===== src/rtl/alu_issue_ctrl_pkg.sv =====
// Shared definitions for the ALU issue/writeback stage.
// Holds the opcode encodings, the flag bit indices, the instruction field positions,
// the FSM state type and the opcode-to-ALU mapping helper.
package alu_issue_ctrl_pkg;

    // Instruction opcodes (instr[15:12])
    localparam logic [3:0] OP_NOP   = 4'h0;
    localparam logic [3:0] OP_LDI   = 4'h1;
    localparam logic [3:0] OP_MOV   = 4'h2;
    localparam logic [3:0] OP_MOV_B = 4'h3;
    localparam logic [3:0] OP_AND   = 4'h4;
    localparam logic [3:0] OP_OR    = 4'h5;
    localparam logic [3:0] OP_XOR   = 4'h6;
    localparam logic [3:0] OP_NOT   = 4'h7;
    localparam logic [3:0] OP_INC   = 4'h8;
    localparam logic [3:0] OP_DEC   = 4'h9;
    localparam logic [3:0] OP_ADD   = 4'hA;
    localparam logic [3:0] OP_SUB   = 4'hB;
    localparam logic [3:0] OP_SHL   = 4'hC;
    localparam logic [3:0] OP_SHR   = 4'hD;
    localparam logic [3:0] OP_ROL   = 4'hE;
    localparam logic [3:0] OP_ROR   = 4'hF;

    // ALU opcode 0000 forwards operand A unchanged
    localparam logic [3:0] ALU_PASS_A = 4'h0;

    // Flag bit indices in the ALU flags byte
    localparam int unsigned FLG_Z = 0;
    localparam int unsigned FLG_C = 1;
    localparam int unsigned FLG_N = 2;
    localparam int unsigned FLG_V = 7;

    // Instruction field bit positions
    localparam int unsigned OPC_MSB = 15;
    localparam int unsigned OPC_LSB = 12;
    localparam int unsigned RD_MSB  = 11;
    localparam int unsigned RD_LSB  = 9;
    localparam int unsigned RS1_MSB = 8;
    localparam int unsigned RS1_LSB = 6;
    localparam int unsigned RS2_MSB = 5;
    localparam int unsigned RS2_LSB = 3;
    localparam int unsigned X_MSB   = 3;
    localparam int unsigned X_LSB   = 0;
    localparam int unsigned IMM_MSB = 8;

    typedef enum logic [1:0] {IDLE, ISSUE, WRITE} state_e;

    // Opcode driven to the ALU. NOP/LDI/MOV use pass-A; a zero-width rotate is
    // undefined in the ALU, so it is turned into pass-A (result = A).
    function automatic logic [3:0] alu_op_map(input logic [3:0] op, input logic [3:0] x);
        logic [3:0] res;
        res = op;
        if (op == OP_NOP || op == OP_LDI || op == OP_MOV || op == OP_MOV_B) begin
            res = ALU_PASS_A;
        end
        if ((op == OP_ROL || op == OP_ROR) && x == 4'h0) begin
            res = ALU_PASS_A;
        end
        return res;
    endfunction

endpackage


===== src/rtl/alu_issue_ctrl_if.sv =====
// Instruction handshake bundle between an instruction source and the issue stage.
//   instr_valid : instruction word present (source -> stage)
//   instr_ready : stage can accept (stage -> source)
//   instr       : 16-bit instruction word (source -> stage)
interface alu_issue_ctrl_if;
    logic        instr_valid;
    logic        instr_ready;
    logic [15:0] instr;

    modport master (output instr_valid, output instr, input instr_ready);
    modport slave  (input instr_valid, input instr, output instr_ready);
endinterface


===== src/rtl/alu_issue_ctrl_regfile.sv =====
// Local register file for the issue stage.
// Ports: clk/rst (async active-high clear), two async operand read ports (raddr_a/b ->
// rdata_a/b), one async debug read port (dbg_addr -> dbg_data), one sync write port
// (we, waddr, wdata). Reads return the pre-write value in the write cycle (no bypass).
module alu_issue_ctrl_regfile #(
    parameter int unsigned DATA_WIDTH = 16,
    parameter int unsigned NUM_REGS   = 8
) (
    input  logic                  clk,
    input  logic                  rst,
    input  logic [2:0]            raddr_a,
    input  logic [2:0]            raddr_b,
    input  logic [2:0]            dbg_addr,
    output logic [DATA_WIDTH-1:0] rdata_a,
    output logic [DATA_WIDTH-1:0] rdata_b,
    output logic [DATA_WIDTH-1:0] dbg_data,
    input  logic                  we,
    input  logic [2:0]            waddr,
    input  logic [DATA_WIDTH-1:0] wdata
);

    logic [DATA_WIDTH-1:0] mem_q [NUM_REGS];

    always_ff @(posedge clk or posedge rst) begin
        if (rst) begin
            for (int i = 0; i < int'(NUM_REGS); i++) begin
                mem_q[i] <= '0;
            end
        end else if (we) begin
            mem_q[waddr] <= wdata;
        end
    end

    assign rdata_a  = mem_q[raddr_a];
    assign rdata_b  = mem_q[raddr_b];
    assign dbg_data = mem_q[dbg_addr];

endmodule


===== src/rtl/alu_issue_ctrl.sv =====
// Issue/writeback stage for the 16-bit combinational ALU.
// Accepts one instruction per handshake on ibus (slave modport), reads rs1/rs2 from the
// local register file, drives registered ALU inputs (alu_a, alu_b, alu_x, alu_opcode),
// captures alu_out/alu_flags one cycle later and writes the result back the cycle after.
// Outputs: flags_q (flags of last retired ALU-class op), retire (pulse in WRITE),
// dbg_data (rf[dbg_addr], combinational). clk rising edge, rst async active-high.
module alu_issue_ctrl
    import alu_issue_ctrl_pkg::*;
#(
    parameter int unsigned DATA_WIDTH = 16,
    parameter int unsigned NUM_REGS   = 8
) (
    input  logic                  clk,
    input  logic                  rst,
    alu_issue_ctrl_if.slave       ibus,
    output logic [DATA_WIDTH-1:0] alu_a,
    output logic [DATA_WIDTH-1:0] alu_b,
    output logic [3:0]            alu_x,
    output logic [3:0]            alu_opcode,
    input  logic [DATA_WIDTH-1:0] alu_out,
    input  logic [7:0]            alu_flags,
    output logic [7:0]            flags_q,
    output logic                  retire,
    input  logic [2:0]            dbg_addr,
    output logic [DATA_WIDTH-1:0] dbg_data
);

    state_e                state_q, state_d;
    logic [15:0]           ir_q;
    logic [DATA_WIDTH-1:0] res_q;
    logic [7:0]            flg_q;
    logic [DATA_WIDTH-1:0] rs1_data, rs2_data, wr_data;
    logic                  ready, accept, rf_we, flag_class;
    logic [3:0]            op_in, x_in, op_q;

    assign op_in  = ibus.instr[OPC_MSB:OPC_LSB];
    assign x_in   = ibus.instr[X_MSB:X_LSB];
    assign op_q   = ir_q[OPC_MSB:OPC_LSB];
    assign accept = ibus.instr_valid & ready;

    assign ibus.instr_ready = ready;
    assign retire           = (state_q == WRITE);
    assign flag_class       = (op_q != OP_NOP) && (op_q != OP_LDI);
    assign wr_data          = (op_q == OP_LDI)
                            ? {{(DATA_WIDTH-9){ir_q[IMM_MSB]}}, ir_q[IMM_MSB:0]}
                            : res_q;

    alu_issue_ctrl_regfile #(
        .DATA_WIDTH (DATA_WIDTH),
        .NUM_REGS   (NUM_REGS)
    ) u_regfile (
        .clk      (clk),
        .rst      (rst),
        .raddr_a  (ibus.instr[RS1_MSB:RS1_LSB]),
        .raddr_b  (ibus.instr[RS2_MSB:RS2_LSB]),
        .dbg_addr (dbg_addr),
        .rdata_a  (rs1_data),
        .rdata_b  (rs2_data),
        .dbg_data (dbg_data),
        .we       (rf_we),
        .waddr    (ir_q[RD_MSB:RD_LSB]),
        .wdata    (wr_data)
    );

    always_comb begin
        state_d = state_q;
        ready   = 1'b0;
        rf_we   = 1'b0;
        unique case (state_q)
            IDLE: begin
                ready = 1'b1;
                if (ibus.instr_valid) state_d = ISSUE;
            end
            ISSUE: state_d = WRITE;
            WRITE: begin
                rf_we   = (op_q != OP_NOP);
                state_d = IDLE;
            end
            default: state_d = IDLE;
        endcase
    end

    always_ff @(posedge clk or posedge rst) begin
        if (rst) begin
            state_q <= IDLE;
        end else begin
            state_q <= state_d;
        end
    end

    always_ff @(posedge clk or posedge rst) begin
        if (rst) begin
            ir_q       <= '0;
            alu_a      <= '0;
            alu_b      <= '0;
            alu_x      <= '0;
            alu_opcode <= '0;
            res_q      <= '0;
            flg_q      <= '0;
            flags_q    <= '0;
        end else begin
            if (accept) begin
                ir_q       <= ibus.instr;
                alu_a      <= rs1_data;
                alu_b      <= rs2_data;
                alu_x      <= x_in;
                alu_opcode <= alu_op_map(op_in, x_in);
            end
            if (state_q == ISSUE) begin
                res_q <= alu_out;
                flg_q <= alu_flags;
            end
            if (state_q == WRITE && flag_class) begin
                flags_q <= flg_q;
            end
        end
    end

endmodule


===== src/flat_wrapper.sv =====
// flat-port wrapper written by rule: the top's interface ports become plain ports
module alu_issue_ctrl_flat import alu_issue_ctrl_pkg::*;
#(
    parameter int unsigned DATA_WIDTH = 16,
    parameter int unsigned NUM_REGS   = 8
)
  (clk, rst, alu_a, alu_b, alu_x, alu_opcode, alu_out, alu_flags, flags_q, retire, dbg_addr, dbg_data, ibus_instr_valid, ibus_instr, ibus_instr_ready);
  alu_issue_ctrl_if ibus_i ();
  input  logic clk;
  input  logic rst;
  output logic [DATA_WIDTH-1:0] alu_a;
  output logic [DATA_WIDTH-1:0] alu_b;
  output logic [3:0] alu_x;
  output logic [3:0] alu_opcode;
  input  logic [DATA_WIDTH-1:0] alu_out;
  input  logic [7:0] alu_flags;
  output logic [7:0] flags_q;
  output logic retire;
  input  logic [2:0] dbg_addr;
  output logic [DATA_WIDTH-1:0] dbg_data;
  input wire logic [$bits(ibus_i.instr_valid)-1:0] ibus_instr_valid;
  input wire logic [$bits(ibus_i.instr)-1:0] ibus_instr;
  output wire logic [$bits(ibus_i.instr_ready)-1:0] ibus_instr_ready;
  assign ibus_i.instr_valid = ibus_instr_valid;
  assign ibus_i.instr = ibus_instr;
  assign ibus_instr_ready = ibus_i.instr_ready;
  alu_issue_ctrl #(.DATA_WIDTH(DATA_WIDTH), .NUM_REGS(NUM_REGS)) u_core (.clk(clk), .rst(rst), .ibus(ibus_i), .alu_a(alu_a), .alu_b(alu_b), .alu_x(alu_x), .alu_opcode(alu_opcode), .alu_out(alu_out), .alu_flags(alu_flags), .flags_q(flags_q), .retire(retire), .dbg_addr(dbg_addr), .dbg_data(dbg_data));
endmodule

===== config.mk =====
export PLATFORM = sky130hd
export DESIGN_NAME = alu_issue_ctrl_flat
export DESIGN_NICKNAME = d
export VERILOG_FILES = /design/src/rtl/alu_issue_ctrl_pkg.sv /design/src/rtl/alu_issue_ctrl_if.sv /design/src/rtl/alu_issue_ctrl_regfile.sv /design/src/rtl/alu_issue_ctrl.sv /design/src/flat_wrapper.sv
export SDC_FILE = /design/constraint.sdc
export NUM_CORES = 1
export LEC_CHECK = 0
export BUFFER_PORTS_ARGS = -buffer_cell sky130_fd_sc_hd__buf_4
export CORE_MARGIN = 2
export CORE_UTILIZATION = 48
export CTS_BUF_LIST = sky130_fd_sc_hd__clkbuf_2 sky130_fd_sc_hd__clkbuf_4 sky130_fd_sc_hd__clkbuf_8
export DETAILED_ROUTE_END_ITERATION = 6
export GPL_ROUTABILITY_DRIVEN = 0
export PLACE_DENSITY = 0.78
export SYNTH_ARGS = -nofsm -noshare
export SYNTH_HDL_FRONTEND = slang
export SYNTH_SLANG_ARGS = --single-unit

===== constraint.sdc =====
create_clock -name clk -period 12.8 [get_ports clk]
set_clock_uncertainty 0.2 [all_clocks]
set_input_delay 0.64 -clock clk [delete_from_list [all_inputs] [get_ports clk]]
set_output_delay 0.64 -clock clk [all_outputs]
set_load 0.02 [all_outputs]

# Word-level counts from Yosys, hierarchy flattened
# Cells that the tools add are included.
# totals
ff_bits	218
input_bits	46
out_inout_bits	66
elab_cells	68
# classes
order_cmp	5
eq_ne	10
muxes	19
bitwise	5
reduce_logical	12
# op_table
op	count
16-bit binary-select mux with 3-bit select	3
128-bit bitwise mux	1
16-bit two-way mux	8
16-bit demux with 3-bit select	1
4-bit greater-or-equal comparator, second input constant	4
3-bit NOT with 4-bit output	4
4-bit by 1-bit equality test with 1-bit output, second input constant	2
4-bit by 2-bit equality test with 1-bit output, second input constant	2
4-bit equality test, second input constant	2
4-bit logical NOT	2
4-bit two-way mux	2
1-bit logical AND	4
1-bit logical OR	4
4-bit by 1-bit < comparator with 1-bit output, second input constant	1
4-bit by 1-bit inequality test with 1-bit output, second input constant	1
2-bit case mux with 2 select lines	1
4-bit nonzero test	1
2-bit by 1-bit equality test with 1-bit output, second input constant	1
2-bit equality test, second input constant	1
2-bit logical NOT	1
1-bit two-way mux	2
2-bit two-way mux	1
2-bit inequality test, second input constant	1
1-bit AND	1

# Depth between registers and ports, before layout
# Gate-level depths: netlist of the first run.
# depth
word_depth	6
mapped_depth	6
ltp_nobuf	4

# Hierarchy
# A second synthesis of the first run with hierarchy kept.
# hier_totals
cells_unflattened	786
area_unflattened_um2	11730.0
# modules_own_cells
module	n_inst	cells_per_inst	area_each_um2
alu_issue_ctrl_regfile	1	454	8257.9
alu_issue_ctrl	1	332	3472.1

# Least setup slack after synthesis of the first run
# OpenSTA, ideal clock, no wires.
# synth_timing
path_kind	input to output
from	input port dbg_addr[0]
to	output port dbg_data[0]
t_arrival_ns	2.001
setup_slack_ns	9.959
cell_stages	4
path_cell_list	clkbuf_1 > buf_2 > mux4_2 > mux2_2
# synth_via
elab_chain_len	4
# synth_rtl
item	line_no	text
start, declared	flat_wrapper.sv:19	input logic [2:0] dbg_addr;
3-bit NOT with 4-bit output (not written as such)	alu_issue_ctrl_regfile.sv:36	assign dbg_data = mem_q[dbg_addr];
16-bit binary-select mux with 3-bit select	alu_issue_ctrl_regfile.sv:36	
16-bit two-way mux (not written as such) (2 in a row)	alu_issue_ctrl_regfile.sv:36	
end, declared	flat_wrapper.sv:20	output logic [DATA_WIDTH-1:0] dbg_data;
# No other way between the ends. The select of a mux whose other input is x is not followed.

# Final worst setup path of the first run
# layout_timing
from	input port dbg_addr[0]
to	output port dbg_data[15]
# Same word-level chain as after synthesis.

==> results of run 1 <==
[final cells by class]
| class | instances | area [µm²] |
|---|---|---|
| Multi-Input combinational cell | 564 | 5648 |
| Tap cell | 319 | 399.1 |
| Inverter | 3 | 18.77 |
| Clock buffer | 62 | 747.0 |
| Sequential cell | 214 | 5355 |
| Clock inverter | 3 | 17.52 |
| Timing Repair Buffer | 119 | 893.4 |
| Fill cell | 1906 | 10250 |
[cells by family after synthesis]
kind of cell           synth area share, %
AO/OA/AOI/OAI                        6.961
buffers and inverters                3.027
flip-flops                           47.29
multiplexers                         37.48
AND/OR/NAND/NOR                      5.248
[metrics by stage]
stage,setup WS [ns],utilization [%]
6_report,9.712,56.05
5_1_grt,9.617,56.05
4_1_cts,9.669,56.05
3_5_place_dp,9.673,52.78
3_3_place_gp,9.700,52.78
2_1_floorplan,6.109,-
[power by group through the flow]
stage	sequential, W	combinational, W	clock [W]
after floorplan	0.00121	0.000724	0
after global routing	0.00128	0.00113	0.000675
final	0.00125	0.00105	0.000638
after CTS	0.00123	0.00106	0.000648
after detailed placement	0.00124	0.00105	0
after global placement	0.00124	0.00102	0
[synthesized netlist by cell type (3+ instances only)]
cell type | n | share of area (%)
mux2_2 | 254 | 25
nor2_1 | 5 | 0.17
nand2b_1 | 3 | 0.17
buf_6 | 4 | 0.40
o2bb2ai_1 | 4 | 0.31
buf_2 | 15 | 0.66
mux4_2 | 32 | 6.4
buf_4 | 9 | 0.60
buf_1 | 6 | 0.20
clkbuf_1 | 31 | 1.0
nor2b_1 | 3 | 0.17
o31ai_1 | 32 | 2.1
nand2_1 | 79 | 2.6
inv_1 | 3 | 0.099
nor4b_4 | 3 | 0.63
dfrtp_1 | 214 | 47
a22o_1 | 32 | 2.5
o22ai_1 | 30 | 1.7
mux2i_1 | 64 | 5.7
[path summary, 6_finish.rpt]
path | startpoint | to | slack (ns)
worst max-delay path | dbg_addr[0] | dbg_data[15] | 9.71
worst min-delay path | ibus_instr[11] | u_core.ir_q[11]$_DFFE_PP0P_ | 0.11
worst max register to register | u_core.state_q[0]$_DFFE_PP0P_ | u_core.alu_opcode[0]$_DFFE_PP0P_ | 10.12
worst min register to register | u_core.ir_q[5]$_DFFE_PP0P_ | u_core.ir_q[5]$_DFFE_PP0P_ | 0.28
max in group asynchronous | rst | u_core.u_regfile.mem_q[118]$_DFFE_PP0P_ | 10.77
min in group asynchronous | rst | u_core.u_regfile.mem_q[60]$_DFFE_PP0P_ | 0.13
[registers in the layout, summed over array words and instances (netlist names)]
name / flops
u_core.alu_a: 16
u_core.alu_b: 16
u_core.alu_opcode: 4
u_core.flags_q: 8
u_core.flg_q: 8
u_core.ir_q: 16
u_core.res_q: 16
u_core.state_q: 2
u_core.u_regfile.mem_q: 128
[layer usage]
layer	up-vias	part of all wire [%]
met1	3901	43
li1	3374	-
met5	-	0
met3	50	6.8
met2	300	48
met4	0	2.4
[worst max-delay path, delay by kind of cell]
| family | cells | cell delay [ns] |
|---|---|---|
| mux | 2 | 0.89 |
| buf+inv | 2 | 0.70 |
==> results_dict.tcl, run 1 <==
set metrics [dict create \
    status "complete, no violations" \
    path_clk_slew_ns 0.05 \
    grt_setup_unrepaired "no" \
    dr.pass1.iters 5 \
    finalMaxSlewViolations 0 \
    use_met1_pct 33.64 \
    irDropWorstVdd_mv 0.1156 \
    pwr-share-comb_pct 35.8 \
    p_sw_w 0.001011 \
    finalSetupTns_ns 0 \
    max_freq_mhz 323.8 \
    numCtsBuffers 37 \
    place_area_mm2 0.01231 \
    area_delta_synth_final_pct 15.49 \
    clockPowerShare_pct 21.7 \
    slew_headroom_pct 18.59 \
    cts_setup_buffers 0 \
    synth_nets 893 \
    clk_latency_ns 0.53 \
    drt_wl_total_um 29430 \
    cts_resized 0 \
    synth_edf_count 0 \
    wl_per_cell_um 22.92 \
    cts_hold_buffers 0 \
    maxCapViolations 0 \
    period_share_pct 24.13 \
    final_area_mm2 0.01308 \
    synth_seq_area_share_pct 47.29 \
    grt_overflow_total 0 \
    slowest_delay_ns 0.59 \
    r2r_cells 5 \
    critical_path_required_ns 11.96 \
    clk_path_buf_depth 3 \
    grt_first_pass_wirelength_um 45550 \
    grtUsageMet3_pct 4.051 \
    switching_share_pct 34.48 \
    critPathMaxFanout 32 \
    timing.critical_path.cells "buf_4 -> mux4_2 -> mux2_2 -> buf_4" \
    syn_avg_cell_area_um2 13.37 \
    hpwl_um 17590 \
    crit_arrival_ns 2.25 \
    hold_viol 0 \
    cts_tree "yes" \
    fp.dieH_um 157.6 \
    n_antenna_cell 0 \
    p_leak_nw 6.033 \
    synthFlopType "dfrtp_1" \
    timing.final.crit_period_ns 3.088 \
    drtIter0Drc 596 \
    cp-end-kind "output pin" \
    finalSetupViolCount 0 \
    timing_worst_setup_path_type "input pin to output pin" \
    p_per_area_mw_per_mm2 224.2 \
    grt_max_degree 148 \
    num_vias 7625 \
    portBuffers 111 \
    fin_hold_ws_ns 0.1057 \
    layout_commonest_cell "mux2_2" \
    grt_pass1_vias 7756 \
    busiest_layer "met2" \
    gr-usage-met2_pct 39.32 \
    cp_common_cell "buf_4" \
    final_cell_mix "254 x mux2_2, 214 x dfrtp_1, 119 x buf_4, 79 x nand2_1, 64 x mux2i_1" \
    yosys_warnings 0 \
    ios 112 \
    total_power_w 0.002932 \
    synth_cells 847 \
    worst-slew-pin-transition_ns 1.220 \
    synth-seq-cells 214 \
    row_count 56 \
    dp_cells 1219 \
    die_x_um 157.6 \
    min_path_cells 3 \
    drc 0 \
    final_antenna_net_count 0 \
    p_seq_share_pct 42.5 \
    hold_path.class "input pin to flop" \
    layout.nets 985 \
    layout.cells.non_filler 1284 \
    intPower_w 0.001921 \
    die_area_mm2 0.02484 \
    clock-sinks 214 \
    synth_area_mm2 0.01132 \
    synth_cell_types 39 \
    grt.total_usage_pct 24.25 \
    root_buffer "clkbuf_8" \
    viasPerCell 5.938 \
    grt_antenna_before_repair 0 \
    ys_async_sr_fraction_pct 100.0 \
    htreeDepth 2 \
    slowest_stage "mux4_2" \
    core_area_mm2 0.02333 \
    worstSetupStartpointType "input pin" \
    initial_core_util_pct 48.54 \
    drive_above_1_share_pct 50.78 \
]
(Power assumes the default switching activity.)
==> inputs of run 2 (changes only) <==
==> constraint.sdc (replaced) <==
create_clock -name clk -period 2.97 [get_ports clk]
set_clock_uncertainty 0.2 [all_clocks]
set_input_delay 0.1485 -clock clk [delete_from_list [all_inputs] [get_ports clk]]
set_output_delay 0.1485 -clock clk [all_outputs]
set_load 0.02 [all_outputs]
==> run 2 against run 1 <==
  * Hold slack improved by 0.0050 ns
  * Global-route usage increased by 0.66 points
  * Critical path type is now flop to flop
  * Non-clock buffer count increased by 56
  * Die area unchanged
  * Final area increased by 5.1%
  * Worst setup slack got worse by 9.4 ns
  * Via count increased by 4.2%
  * Core utilization increased by 2.9 points
==> results_dict.tcl, run 2 (synthesized netlist as in run 1, its figures left out) <==
set metrics [dict create \
    cts_tree "yes" \
    cts_setup_buffers 0 \
    grt_pass1_vias 8200 \
    hold_path.class "input pin to async pin" \
    hold_viol 0 \
    p_per_area_mw_per_mm2 946.1 \
    viasPerCell 5.916 \
    finalSetupViolCount 0 \
    portBuffers 111 \
    fin_util_pct 58.92 \
    pre_cts_slack_ns 0.3427 \
    cts_hold_buffers 40 \
    drtIter0Drc 602 \
    core_area_mm2 0.02333 \
    critPathMaxFanout 9 \
    initial_core_util_pct 48.54 \
    grt_max_degree 110 \
    clk_latency_ns 0.54 \
    worst-slew-pin-transition_ns 1.181 \
    root_buffer "clkbuf_8" \
    ios 112 \
    final_cell_mix "254 x mux2_2, 214 x dfrtp_1, 129 x buf_4, 79 x nand2_1, 64 x mux2i_1" \
    timing.final.crit_period_ns 2.615 \
    critical_path_required_ns 3.19 \
    status "complete, no violations" \
    timing.critical_path.cells "nand3b_2 -> nor3_2 -> buf_4 -> mux2_2" \
    cp-end-kind "flop" \
    drt_wl_total_um 29890 \
    top_register "u_core.u_regfile.mem_q" \
    htreeDepth 2 \
    final_antenna_net_count 0 \
    grt_first_pass_wirelength_um 47020 \
    grt_setup_unrepaired "no" \
    numCtsBuffers 38 \
    fin_ws_ns 0.3547 \
    grt_overflow_total 0 \
    area_delta_synth_final_pct 21.40 \
    n_antenna_cell 0 \
    period_share_pct 88.06 \
    dr.pass1.iters 4 \
    largest_reg_flops 128 \
    fp.dieH_um 157.6 \
    die_x_um 157.6 \
    crit_arrival_ns 2.83 \
    hpwl_um 18380 \
    drc 0 \
    intPower_w 0.008531 \
    layout.nets 1042 \
    cp_top_family "simple AND/OR/NAND/NOR gates" \
    p_seq_share_pct 41.0 \
    layout_commonest_cell "mux2_2" \
    timing_worst_setup_path_type "flop to flop" \
    num_vias 7945 \
    slew_headroom_pct 21.18 \
    place_area_mm2 0.01250 \
    grt.total_usage_pct 24.92 \
    maxCapViolations 0 \
    clock-sinks 214 \
    finalMaxSlewViolations 0 \
    irDropWorstVdd_mv 0.5281 \
    final_area_mm2 0.01375 \
    die_area_mm2 0.02484 \
    switching_share_pct 34.42 \
    p_leak_nw 6.331 \
    cts_resized 0 \
    total_power_w 0.01301 \
    grt_antenna_before_repair 0 \
    slowest_stage "nor3_2" \
    drive_above_1_share_pct 49.32 \
    slowest_delay_ns 0.82 \
    path_clk_slew_ns 0.06 \
    pwr-share-comb_pct 36.1 \
    wl_per_cell_um 22.26 \
    clockPowerShare_pct 23.0 \
    worstSetupStartpointType "flop" \
    crit_buf_inv 1 \
    fin_hold_ws_ns 0.1107 \
    clk_path_buf_depth 3 \
    row_count 56 \
    max_freq_mhz 382.4 \
    p_sw_w 0.004477 \
]
==> run 2: cell types whose count changed in the layout (fill, tap and decap cells not counted), sizes merged <==
| cell | before | now |
|---|---|---|
| clkinv | 2 | 3 |
| clkbuf | 62 | 61 |
| bufinv | 0 | 1 |
| clkinvlp | 1 | 3 |
| dlygate4sd3 | 0 | 40 |
| buf | 119 | 135 |
==> run 2: worst min-delay path, stage by stage <==
cell and delay, ns:
dlygate4sd3_1 0.54, buf_4 0.14, clkinvlp_4 0.11, buf_12 0.30
==> run 2: final timing paths <==
path / to / startpoint / slack [ns] / cells past startpoint
max in group asynchronous: u_core.u_regfile.mem_q[83]$_DFFE_PP0P_ / rst / 1.91 / 4
min in group clk: u_core.ir_q[9]$_DFFE_PP0P_ / ibus_instr[9] / 0.16 / 4
max: u_core.u_regfile.mem_q[10]$_DFFE_PP0P_ / u_core.state_q[0]$_DFFE_PP0P_ / 0.35 / 4
min: u_core.u_regfile.mem_q[28]$_DFFE_PP0P_ / rst / 0.11 / 4
max reg2reg: u_core.u_regfile.mem_q[10]$_DFFE_PP0P_ / u_core.state_q[0]$_DFFE_PP0P_ / 0.35 / 4
min reg2reg: u_core.alu_b[9]$_DFFE_PP0P_ / u_core.alu_b[9]$_DFFE_PP0P_ / 0.28 / 2
==> run 2: cell type report <==
class                      count  area (µm²)
clock buffer                  61       783.3
clock inverter                 7       68.82
fill                        1852        9584
inverter                       3       15.01
multi-input combinational    564        5638
sequential                   214        5355
tap                          319       399.1
timing repair buffer         175        1489
==> run 2: power by group through the flow <==
stage,Combinational [W],Clock [W],Sequential (W)
floorplan,0.00312,0,0.00522
global placement,0.00452,0,0.00524
detailed placement,0.00462,0,0.00532
CTS,0.00470,0.00304,0.00527
global route,0.00505,0.00318,0.00549
finish,0.00469,0.00299,0.00533
==> run 2: metal layers <==
layer  share of wire [%]  vias up  track usage, %
met4                 3.3        0           9.177
met1                  42     4110           33.90
met5                   0        -               0
met3                 5.7       73           3.723
li1                    -     3482               -
met2                  48      280           40.78
==> run 2: through the flow <==
stage | setup TNS, ns | instances
floorplan | -34.81 | 847
detailed placement | 0 | 1235
CTS | 0 | 1343
finish | 0 | 1343
global placement | 0 | 1235
global route | 0 | 1343
